File: src/rtl/imm_decode_stage.sv
// Registered immediate extractor with a 2-entry elastic output buffer.
// Decodes format and sign-extends the immediate; carries a sideband tag.
module imm_decode_stage #(
    parameter int XLEN         = 32,
    parameter int TAG_W        = 32,
    parameter bit ENABLE_ZICSR = 1'b1
) (
    input  logic             clk_i,
    input  logic             rst_ni,
    input  logic             flush_i,
    input  logic             in_valid_i,
    output logic             in_ready_o,
    input  logic [31:0]      instruction_word_i,
    input  logic [TAG_W-1:0] in_tag_i,
    output logic             out_valid_o,
    input  logic             out_ready_i,
    output logic [XLEN-1:0]  ext_immediate_o,
    output logic [2:0]       imm_format_o,
    output logic             has_imm_o,
    output logic [TAG_W-1:0] out_tag_o
);

    typedef enum logic [2:0] {
        FMT_NONE = 3'd0,
        FMT_I    = 3'd1,
        FMT_S    = 3'd2,
        FMT_B    = 3'd3,
        FMT_U    = 3'd4,
        FMT_J    = 3'd5,
        FMT_Z    = 3'd6,
        FMT_RSVD = 3'd7
    } fmt_e;

    typedef struct packed {
        logic [XLEN-1:0]  imm;
        fmt_e             fmt;
        logic [TAG_W-1:0] tag;
    } entry_t;

    logic [31:0] inst;
    logic [6:0]  opcode;
    logic [31:0] imm32;
    fmt_e        dec_fmt;
    entry_t      dec;

    assign inst   = instruction_word_i;
    assign opcode = inst[6:0];

    always_comb begin
        dec_fmt = FMT_NONE;
        imm32   = '0;
        unique case (opcode)
            7'b0010011,
            7'b0000011,
            7'b1100111: begin
                dec_fmt = FMT_I;
                imm32   = {{20{inst[31]}}, inst[31:20]};
            end
            7'b0100011: begin
                dec_fmt = FMT_S;
                imm32   = {{20{inst[31]}}, inst[31:25], inst[11:7]};
            end
            7'b1100011: begin
                dec_fmt = FMT_B;
                imm32   = {{19{inst[31]}}, inst[31], inst[7],
                           inst[30:25], inst[11:8], 1'b0};
            end
            7'b0110111,
            7'b0010111: begin
                dec_fmt = FMT_U;
                imm32   = {inst[31:12], 12'b0};
            end
            7'b1101111: begin
                dec_fmt = FMT_J;
                imm32   = {{11{inst[31]}}, inst[31], inst[19:12],
                           inst[20], inst[30:21], 1'b0};
            end
            7'b1110011: begin
                if (ENABLE_ZICSR && inst[14]) begin
                    dec_fmt = FMT_Z;
                    imm32   = {27'b0, inst[19:15]};
                end
            end
            default: begin
                dec_fmt = FMT_NONE;
                imm32   = '0;
            end
        endcase
    end

    // Z keeps bit 31 clear, so one sign-extension path serves all formats.
    always_comb begin
        dec.imm = XLEN'($signed(imm32));
        dec.fmt = dec_fmt;
        dec.tag = in_tag_i;
    end

    logic [1:0] count, count_n;
    entry_t     head, head_n;
    entry_t     tail, tail_n;
    logic       rdy_q;
    logic       push, pop;

    assign push = in_valid_i && rdy_q && !flush_i;
    assign pop  = (count != 2'd0) && out_ready_i;

    always_comb begin
        count_n = count;
        head_n  = head;
        tail_n  = tail;
        if (flush_i) begin
            count_n = 2'd0;
            head_n  = '0;
            tail_n  = '0;
        end else begin
            unique case (count)
                2'd0: begin
                    if (push) begin
                        head_n  = dec;
                        count_n = 2'd1;
                    end
                end
                2'd1: begin
                    if (push && pop) begin
                        head_n = dec;
                    end else if (push) begin
                        tail_n  = dec;
                        count_n = 2'd2;
                    end else if (pop) begin
                        head_n  = '0;
                        count_n = 2'd0;
                    end
                end
                2'd2: begin
                    // in_ready is low at count 2, so only a pop can occur
                    if (pop) begin
                        head_n  = tail;
                        tail_n  = '0;
                        count_n = 2'd1;
                    end
                end
                default: begin
                    count_n = 2'd0;
                    head_n  = '0;
                    tail_n  = '0;
                end
            endcase
        end
    end

    always_ff @(posedge clk_i) begin
        if (!rst_ni) begin
            count <= 2'd0;
            head  <= '0;
            tail  <= '0;
            rdy_q <= 1'b0;
        end else begin
            count <= count_n;
            head  <= head_n;
            tail  <= tail_n;
            rdy_q <= (count_n < 2'd2) && !flush_i;
        end
    end

    assign in_ready_o      = rdy_q;
    assign out_valid_o     = (count != 2'd0);
    assign ext_immediate_o = head.imm;
    assign imm_format_o    = head.fmt;
    assign has_imm_o       = (head.fmt != FMT_NONE);
    assign out_tag_o       = head.tag;

endmodule
File: config.mk
export PLATFORM = sky130hd
export DESIGN_NAME = imm_decode_stage
export DESIGN_NICKNAME = d
export VERILOG_FILES = /design/src/rtl/imm_decode_stage.sv
export SDC_FILE = /design/constraint.sdc
export NUM_CORES = 1
export LEC_CHECK = 0
export CORE_MARGIN = 8
export CORE_UTILIZATION = 53
export DETAILED_ROUTE_END_ITERATION = 10
export PLACE_DENSITY = 0.95
export SLEW_MARGIN = 0
export SYNTH_ARGS = -nofsm -noshare
export SYNTH_HDL_FRONTEND = slang
export SYNTH_SLANG_ARGS = --single-unit
File: constraint.sdc
create_clock -name clk_i -period 2.67 [get_ports clk_i]
set_input_delay 0.6675 -clock clk_i [delete_from_list [all_inputs] [get_ports clk_i]]
set_output_delay 0.6675 -clock clk_i [all_outputs]
set_load 0.01 [all_outputs]
=== Word level (Yosys, flattened, before mapping) ===
Index checks and enable logic that the tools add are counted.
Widths: inputs -> output; s select.

* Input bits: 69
* Bits in registers: 137
* Output and inout bits: 70

* Bitwise logic cells: 2
* Reductions and logical operators: 14
* Eq/ne operators: 17
* Muxes and demuxes: 19
* Magnitude comparators: 1

{| class="wikitable"
|+ Operator list
! kind !! number
|-
| $mux 67 || 6
|-
| $pmux 67 s3 || 2
|-
| $pmux 32 s6 || 1
|-
| $eq 7x7->1 const B || 4
|-
| $pmux 3 s6 || 1
|-
| $eq 7x5->1 const B || 2
|-
| $eq 7x6->1 const B || 2
|-
| $mux 2 || 6
|-
| $ne 2x2->1 const B || 4
|-
| $reduce_and 4->1 || 2
|-
| $eq 7x2->1 const B || 1
|-
| $ne 3x3->1 const B || 2
|-
| $pmux 2 s3 || 1
|-
| $logic_and 1x1->1 || 5
|-
| $mux 5 || 1
|-
| $reduce_or 2->1 || 2
|-
| $mux 3 || 1
|-
| $reduce_bool 3->1 || 1
|-
| $reduce_or 3->1 || 1
|-
| $eq 2x1->1 const B || 1
|-
| $eq 2x2->1 const B || 1
|-
| $logic_not 2->1 || 1
|-
| $lt 2x2->1 const B || 1
|-
| $not 1->1 || 2
|-
| 2 further kinds || 2
|}

=== Logic depth before layout (Yosys ltp) ===
Gate-level depths: netlist (run 1).

* Depth after elaboration: 9
* Depth in mapped cells: 7
* Depth with buffers taken out: 4

=== Worst setup path before layout (run 1) ===
OpenSTA, ideal clock, no wires.

* Path kind: input to register
* From: input instruction_word_i[2]
* To: register tail[47] (netlist bit)
* Stages on the path: 5
* Setup time: 61 ps
* Data arrival time: 1968 ps
* Path buffers: 1
* Slack: 641 ps
* Cells stage by stage: buf_2 -> or2_4 -> a2111o_1 -> nor3_4 -> a221o_1

* Word-level cells in the longest chain between the ends: 6
* Elaborated cells on any way between the ends: 15
* Classes of those cells: 9 x eq/ne; 4 x mux; 2 x reduce/logical

{| class="wikitable"
|+ RTL lines
! what !! RTL line !! RTL
|-
| from (decl) || 13 || <nowiki>input logic [31:0] instruction_word_i,</nowiki>
|-
| $eq 7x5->1, or another cell as far along || 52 || <nowiki>unique case (opcode)</nowiki>
|-
| $reduce_or 3->1 or $reduce_or 2->1 (tied branches) || 52 ||
|-
| $pmux 32 s6 (*) || 52 ||
|-
| $mux 67 (*) || 126 || <nowiki>end else if (push) begin</nowiki>
|-
| $mux 67 (*) || 124 || <nowiki>if (push && pop) begin</nowiki>
|-
| $pmux 67 s3 (*) || 116 || <nowiki>unique case (count)</nowiki>
|-
| to (signal assigned) || 160 || <nowiki>tail <= tail_n;</nowiki>
|-
| to (decl) || 100 || <nowiki>entry_t tail, tail_n;</nowiki>
|}

Mark *: on every way between the ends. The rest lies on a longest branch, timed or not. The select of a mux whose other input is x is not followed.
A chain may end at the register's enable or synchronous reset.

=== Final worst setup path (run 1) ===
* From: register count[1]
* To: output out_valid_o

* Word-level cells in the longest chain between the ends: 1

{| class="wikitable"
|+ RTL lines
! what !! RTL line !! RTL
|-
| from (decl) || 98 || <nowiki>logic [1:0] count, count_n;</nowiki>
|-
| from (signal assigned) || 158 || <nowiki>count <= count_n;</nowiki>
|-
| $reduce_bool 2->1 || 166 || <nowiki>assign out_valid_o = (count != 2'd0);</nowiki>
|-
| to (decl) || 15 || <nowiki>output logic out_valid_o,</nowiki>
|}

Every way passes these cells.

==> results of run 1 <==
[timing repair]
item / 4_1_cts / 5_1_grt
buffers inserted: 0 / 0
endpoints found under the setup margin: 1 / 0
gates resized for setup: 1 / 0
[worst max-delay path by stage]
stage / depth (start not counted) / start / slack (ns) / end
6_report: 2 / count[1] / 0.19 / out_valid_o
5_1_grt: 2 / count[1] / 0.14 / out_valid_o
4_1_cts: 2 / count[1] / 0.19 / out_valid_o
3_5_place_dp: 5 / instruction_word_i[6] / -0.01 / tail[48]
3_3_place_gp: 5 / instruction_word_i[6] / 0.06 / tail[49]
2_1_floorplan: 5 / instruction_word_i[2] / 0.64 / tail[47]
[registers in the layout (all words and copies together), names as in the netlist]
register         cells
count                2
ext_immediate_o     32
imm_format_o         3
in_ready_o           1
out_tag_o           32
tail                67
[where the power goes]
part           switching (mW)  internal (mW)  leakage [nW]
Clock                   0.954           1.53         0.294
Sequential            0.00426           2.05          1.10
Combinational           0.176          0.159          1.40
Total                    1.13           3.74          2.80
[worst register-to-register path: stages (launching register included)]
cell and delay (ns):
dfxtp_2 0.53, and4bb_1 0.28, o31ai_4 0.26, and2_1 0.60, a221o_1 0.31
[routing by layer]
| metal | routed length [microns] | vias up | GRT usage |
|---|---|---|---|
| met1 | 7003 | 2783 | 0.2970 |
| met5 | 0 | - | 0 |
| met4 | 641 | 0 | 0.1265 |
| met2 | 9289 | 430 | 0.4391 |
| li1 | - | 2604 | - |
| met3 | 2279 | 73 | 0.09495 |
[cell usage after synthesis, types with 9 or more instances]
| master | number | area (sq um) |
|---|---|---|
| a22oi_1 | 11 | 82.58 |
| a222oi_1 | 32 | 320.3 |
| a32oi_1 | 16 | 140.1 |
| o21ai_0 | 66 | 330.3 |
| nand3_1 | 54 | 270.3 |
| and3_1 | 9 | 56.30 |
| clkbuf_1 | 32 | 120.1 |
| nor2_1 | 37 | 138.9 |
| a221o_1 | 24 | 240.2 |
| nand2_1 | 71 | 266.5 |
| dfxtp_1 | 137 | 2743 |
| buf_2 | 16 | 80.08 |
[through the flow]
stage / instance area [sq um] / utilization / power, mW / hold slack (ns)
after floorplan: 5643 / - / 2.229 / 0.4238
after global placement: 7251 / 0.7023 / 2.411 / 0.4353
after detailed placement: 7251 / 0.7023 / 2.420 / 0.4423
after CTS: 7861 / 0.7615 / 4.862 / 0.4566
after global routing: 7861 / 0.7615 / 4.995 / 0.4814
final: 7861 / 0.7615 / 4.871 / 0.4594
[kinds of logic after synthesis]
logic type / share of synthesized area
and+or+nand+nor: 0.1978
AOI/OAI and AO/OA: 0.2596
DFF: 0.4860
buffers and inverters: 0.05299
muxes: 0.003548
[cell type report]
cell class	instances	share of cell area
inverters	4	0.001910
repair buffers	173	0.2123
multi-input cells	413	0.3376
well taps	136	0.02165
clock buffers	18	0.05316
clock inverters	13	0.02435
flip-flops and latches	137	0.3490
==> results.md, run 1 <==
* CTS Sinks at 137
* Final Critical Period at 2.475 ns
* Critical path arrival at 1.81 ns
* Die H at 119.2 microns
* Worst r2r dst: ext_immediate_o[17]
* Vias at 5890
* Power per standard cell area at 619.6 nW/um^2
* Seq/Total Area, Yosys at 0.4860
* R2R Setup Slk at 0.63 ns
* Iter 0 DRT Violations at 720
* GRT Total Usage at 0.2645
* Min-delay worst type: reg -> reg
* CTS max path bufs at 2
* Clock Latency Late Sink at 0.53 ns
* Pin count of the biggest net entering global routing at 63
* Final TNS setup at 0 ns
* Cells after synthesis at 612
* Placed Cells at 863
* Area overhead of the layout relative to synthesis at 39.31%
* Final hold violation count at 0
* Multi-input logic area at 2654 sq um
* Die W at 119.2 microns
* Syn avg cell area at 9.220 sq um
* Rel. slew slack at 0.5525
* Final Skew at 0.01109 ns
* Max incr delay on CP at 0.57 ns
* Starting Density at 0.5466
* DRT Wirelength at 19.21 mm
* Crit path buf inv count at 1
* Detailed placement HPWL at 12.62 mm
* DP Worst Slack at -0.01025 ns
* CP Capture Type: output port
* FF/Latch Area at 2744 sq um
* Status: complete, no violations
* Clock root buffer: clkbuf_8
* GRT overflow at 0
* Commonest non-fill, non-tap cell in the layout: clkdlybuf4s50_1
* # rows at 37
* Post-synthesis register bit count at 137
* DR pass1 iterations at 10
* Hold EP: tail[32]
* First-pass GRT wire length at 30.63 mm
* Final ANT Viol Nets at 0
* Critical Path RT at 2.00 ns
* I/O Pins at 139
* # Max-Cap Violations at 0
* Core area at 10320 sq um
* Crit Reg-Reg Startpoint: count[1]
* Diode count at 0
* Crit Path Category: reg -> out
* Leading cell types in the layout, fill and taps excluded: clkdlybuf4s50_1 (138), dfxtp_1 (136), nand2_1 (71)
* Post-synth EDFFs at 0
* Most used DFF post-synth: dfxtp_1
* Layout cell share with drive strength beyond 1 at 0.1069
* CP cell instances: or2_2 > clkdlybuf4s50_1
* FF-to-FF path depth at 4
* Fraction of registers with async set/reset at 0
* Unique masters post-synth at 59
* Slowest CP cell: clkdlybuf4s50_1
* Worst vdd ir at 0.5079 mV
* Unrepaired setup endpoints after global routing: no
* Hold depth at 2
* Top delay family on crit path: buffers and inverters
* Placer's final routability congestion estimate at 1.029
* CP startpoint kind: flop
* Post-DR wirelength/cell at 21.49 microns
* Worst hold start: tail[32]
* IO Port Bufs at 138
* Mapped Area at 5643 sq um
* Clk slew on worst S/H paths at 0.06 ns
* Fin nets at 815
* Max FO, Critical Path at 13
* Worst-Margin Slew at 0.6713 ns
* Fmax at 404.0 MHz
* CTS Buf Count at 17
* Post-Layout Cell Count at 894
* Drt via density at 6.588
* Fillers at 658
* YS warnings at 0
* Fin. max-slew vios at 0
* Leak at 2.800 nW
* Final Setup Violations at 0
* Mapped Nets at 681
* DRC errors left at 0
* CTS tree: yes
* Crit share post-route at 0.9271
* Worst setup margin at 0.1946 ns
* Antenna violations before repair at 0
* Hold_buf cts at 0
* Number of global-route vias before repair at 5922
* Die area at 14210 sq um
* H-tree levels at 4
Note: power is estimated with default switching activity, not from simulation.
==> inputs of run 2 (changes only) <==
--- a/config.mk
+++ b/config.mk
@@ -6,10 +6,10 @@
 export NUM_CORES = 1
 export LEC_CHECK = 0
 export CORE_MARGIN = 8
-export CORE_UTILIZATION = 53
+export CORE_UTILIZATION = 25
 export DETAILED_ROUTE_END_ITERATION = 10
-export PLACE_DENSITY = 0.95
-export SLEW_MARGIN = 0
+export PLACE_DENSITY = 0.57
+export SLEW_MARGIN = 20
 export SYNTH_ARGS = -nofsm -noshare
 export SYNTH_HDL_FRONTEND = slang
 export SYNTH_SLANG_ARGS = --single-unit
==> run 2 against run 1 <==
Effect of this change: flip-flop and latch count stayed put; largest cell class unchanged; cell count grew 17%; highest routed layer unchanged; sequential share of layout area shrank 1.3 points.
==> results.md, run 2 (same netlist as run 1, synthesis figures left out) <==
* Drt via density at 5.145
* I/O Pins at 139
* Die W at 166.2 microns
* Diode count at 0
* Rel. slew slack at 0.5024
* # Max-Cap Violations at 0
* Core area at 22430 sq um
* Clock root buffer: clkbuf_16
* CP startpoint kind: flop
* Fillers at 2251
* Clock Latency Late Sink at 0.42 ns
* Internal cell power at 3.801 mW
* Final Setup Violations at 0
* Min-delay worst type: reg -> reg
* Max FO, Critical Path at 8
* Fmax at 427.0 MHz
* Pin count of the biggest net entering global routing at 51
* Sequential share of power at 0.414
* WHS at 0.4528 ns
* Power per standard cell area at 607.0 nW/um^2
* Leak at 2.857 nW
* Area overhead of the layout relative to synthesis at 44.81%
* Antenna violations before repair at 0
* Post-DR wirelength/cell at 18.54 microns
* GRT overflow at 0
* Vias at 5392
* Final hold violation count at 0
* Starting Density at 0.2515
* Critical path arrival at 1.67 ns
* Multi-input logic area at 2656 sq um
* First-pass GRT wire length at 30.08 mm
* Power share of the combinational group at 0.069
* DR pass1 iterations at 6
* Final TNS setup at 0 ns
* Die area at 27640 sq um
* Clock power frac at 0.517
* IO Port Bufs at 138
* H-tree levels at 4
* Unrepaired setup endpoints after global routing: no
* Crit share post-route at 0.8772
* Switch Pwr at 1.159 mW
* Hold_buf cts at 0
* Final Skew at 0.008935 ns
* Crit Path Category: reg -> out
* Worst vdd ir at 0.3894 mV
* DRT Wirelength at 19.43 mm
* Switching part of the total at 0.2337
* Final Cell Area at 8172 sq um
* CTS max path bufs at 2
* Leading cell types in the layout, fill and taps excluded: clkdlybuf4s50_1 (138), dfxtp_1 (137), nand2_1 (71)
* # rows at 55
* CP Capture Type: output port
* Detailed placement HPWL at 13.35 mm
* Final ANT Viol Nets at 0
* Top reg by flops: tail
* Max FFs per register at 67
* Layout cell share with drive strength beyond 1 at 0.1140
* CTS Buf Count at 17
* DRC errors left at 0
* Commonest non-fill, non-tap cell in the layout: clkdlybuf4s50_1
* Critical Path RT at 2.00 ns
* Number of global-route vias before repair at 5235
* GRT Total Usage at 0.1371
* Fin nets at 819
* Die H at 166.2 microns
* FF/Latch Area at 2743 sq um
* Number of instances resized during post-cts repair at 0
* Status: complete, no violations
* Fin. max-slew vios at 0
* Setup Buffers After CTS at 0
* CTS tree: yes
* Final Critical Period at 2.342 ns
* Iter 0 DRT Violations at 486
* Worst-Margin Slew at 0.7464 ns
* CTS Sinks at 137
* Area after DPL at 7532 sq um
* Clk slew on worst S/H paths at 0.06 ns
* Placer's final routability congestion estimate at 0.8055
==> run 2: layout make-up <==
type                            count  share of cell area
Sequential cell                   137              0.3356
Multi-Input combinational cell    413              0.3251
Timing Repair Buffer              177              0.2156
Clock buffer                       17             0.05206
Tap cell                          285             0.04364
Clock inverter                     15             0.02618
Inverter                            4            0.001837
==> run 2: final timing paths <==
kind	cells after the start	end	slack [ns]	from
setup / recovery	2	out_valid_o	0.33	count[0]
setup reg to reg	5	ext_immediate_o[14]	0.63	count[1]
hold reg to reg	2	tail[32]	0.45	tail[32]
hold / removal	2	tail[32]	0.45	tail[32]
==> run 2: power by group through the flow <==
stage / sequential (mW) / clock, mW / combinational [mW]
after floorplan: 2.10 / 0 / 0.128
after detailed placement: 2.10 / 0 / 0.343
after global routing: 2.05 / 2.71 / 0.365
final: 2.05 / 2.56 / 0.344
after global placement: 2.10 / 0 / 0.344
after CTS: 2.05 / 2.61 / 0.345
==> run 2: routing by layer <==
layer | global-route usage | vias to the layer above | wire length, microns
met5 | 0 | - | 0
met3 | 0.04778 | 21 | 1540
li1 | - | 2613 | -
met2 | 0.2164 | 193 | 9074
met1 | 0.1705 | 2565 | 8537
met4 | 0.04935 | 0 | 280
==> run 2: worst max-delay path, cell delays in order (launching register included) <==
cell and delay, ns:
dfxtp_1 0.37, or2_2 0.33, clkdlybuf4s50_1 0.55
==> run 2: metrics by stage <==
step / utilization / cells / setup slack, ns / total power [mW]
after floorplan: - / 612 / 0.6414 / 2.229
after global placement: 0.3358 / 1016 / -0.002354 / 2.443
after detailed placement: 0.3358 / 1016 / -0.03427 / 2.442
after CTS: 0.3643 / 1048 / 0.3048 / 5.013
after global routing: 0.3643 / 1048 / 0.2425 / 5.126
final: 0.3643 / 1048 / 0.3280 / 4.960
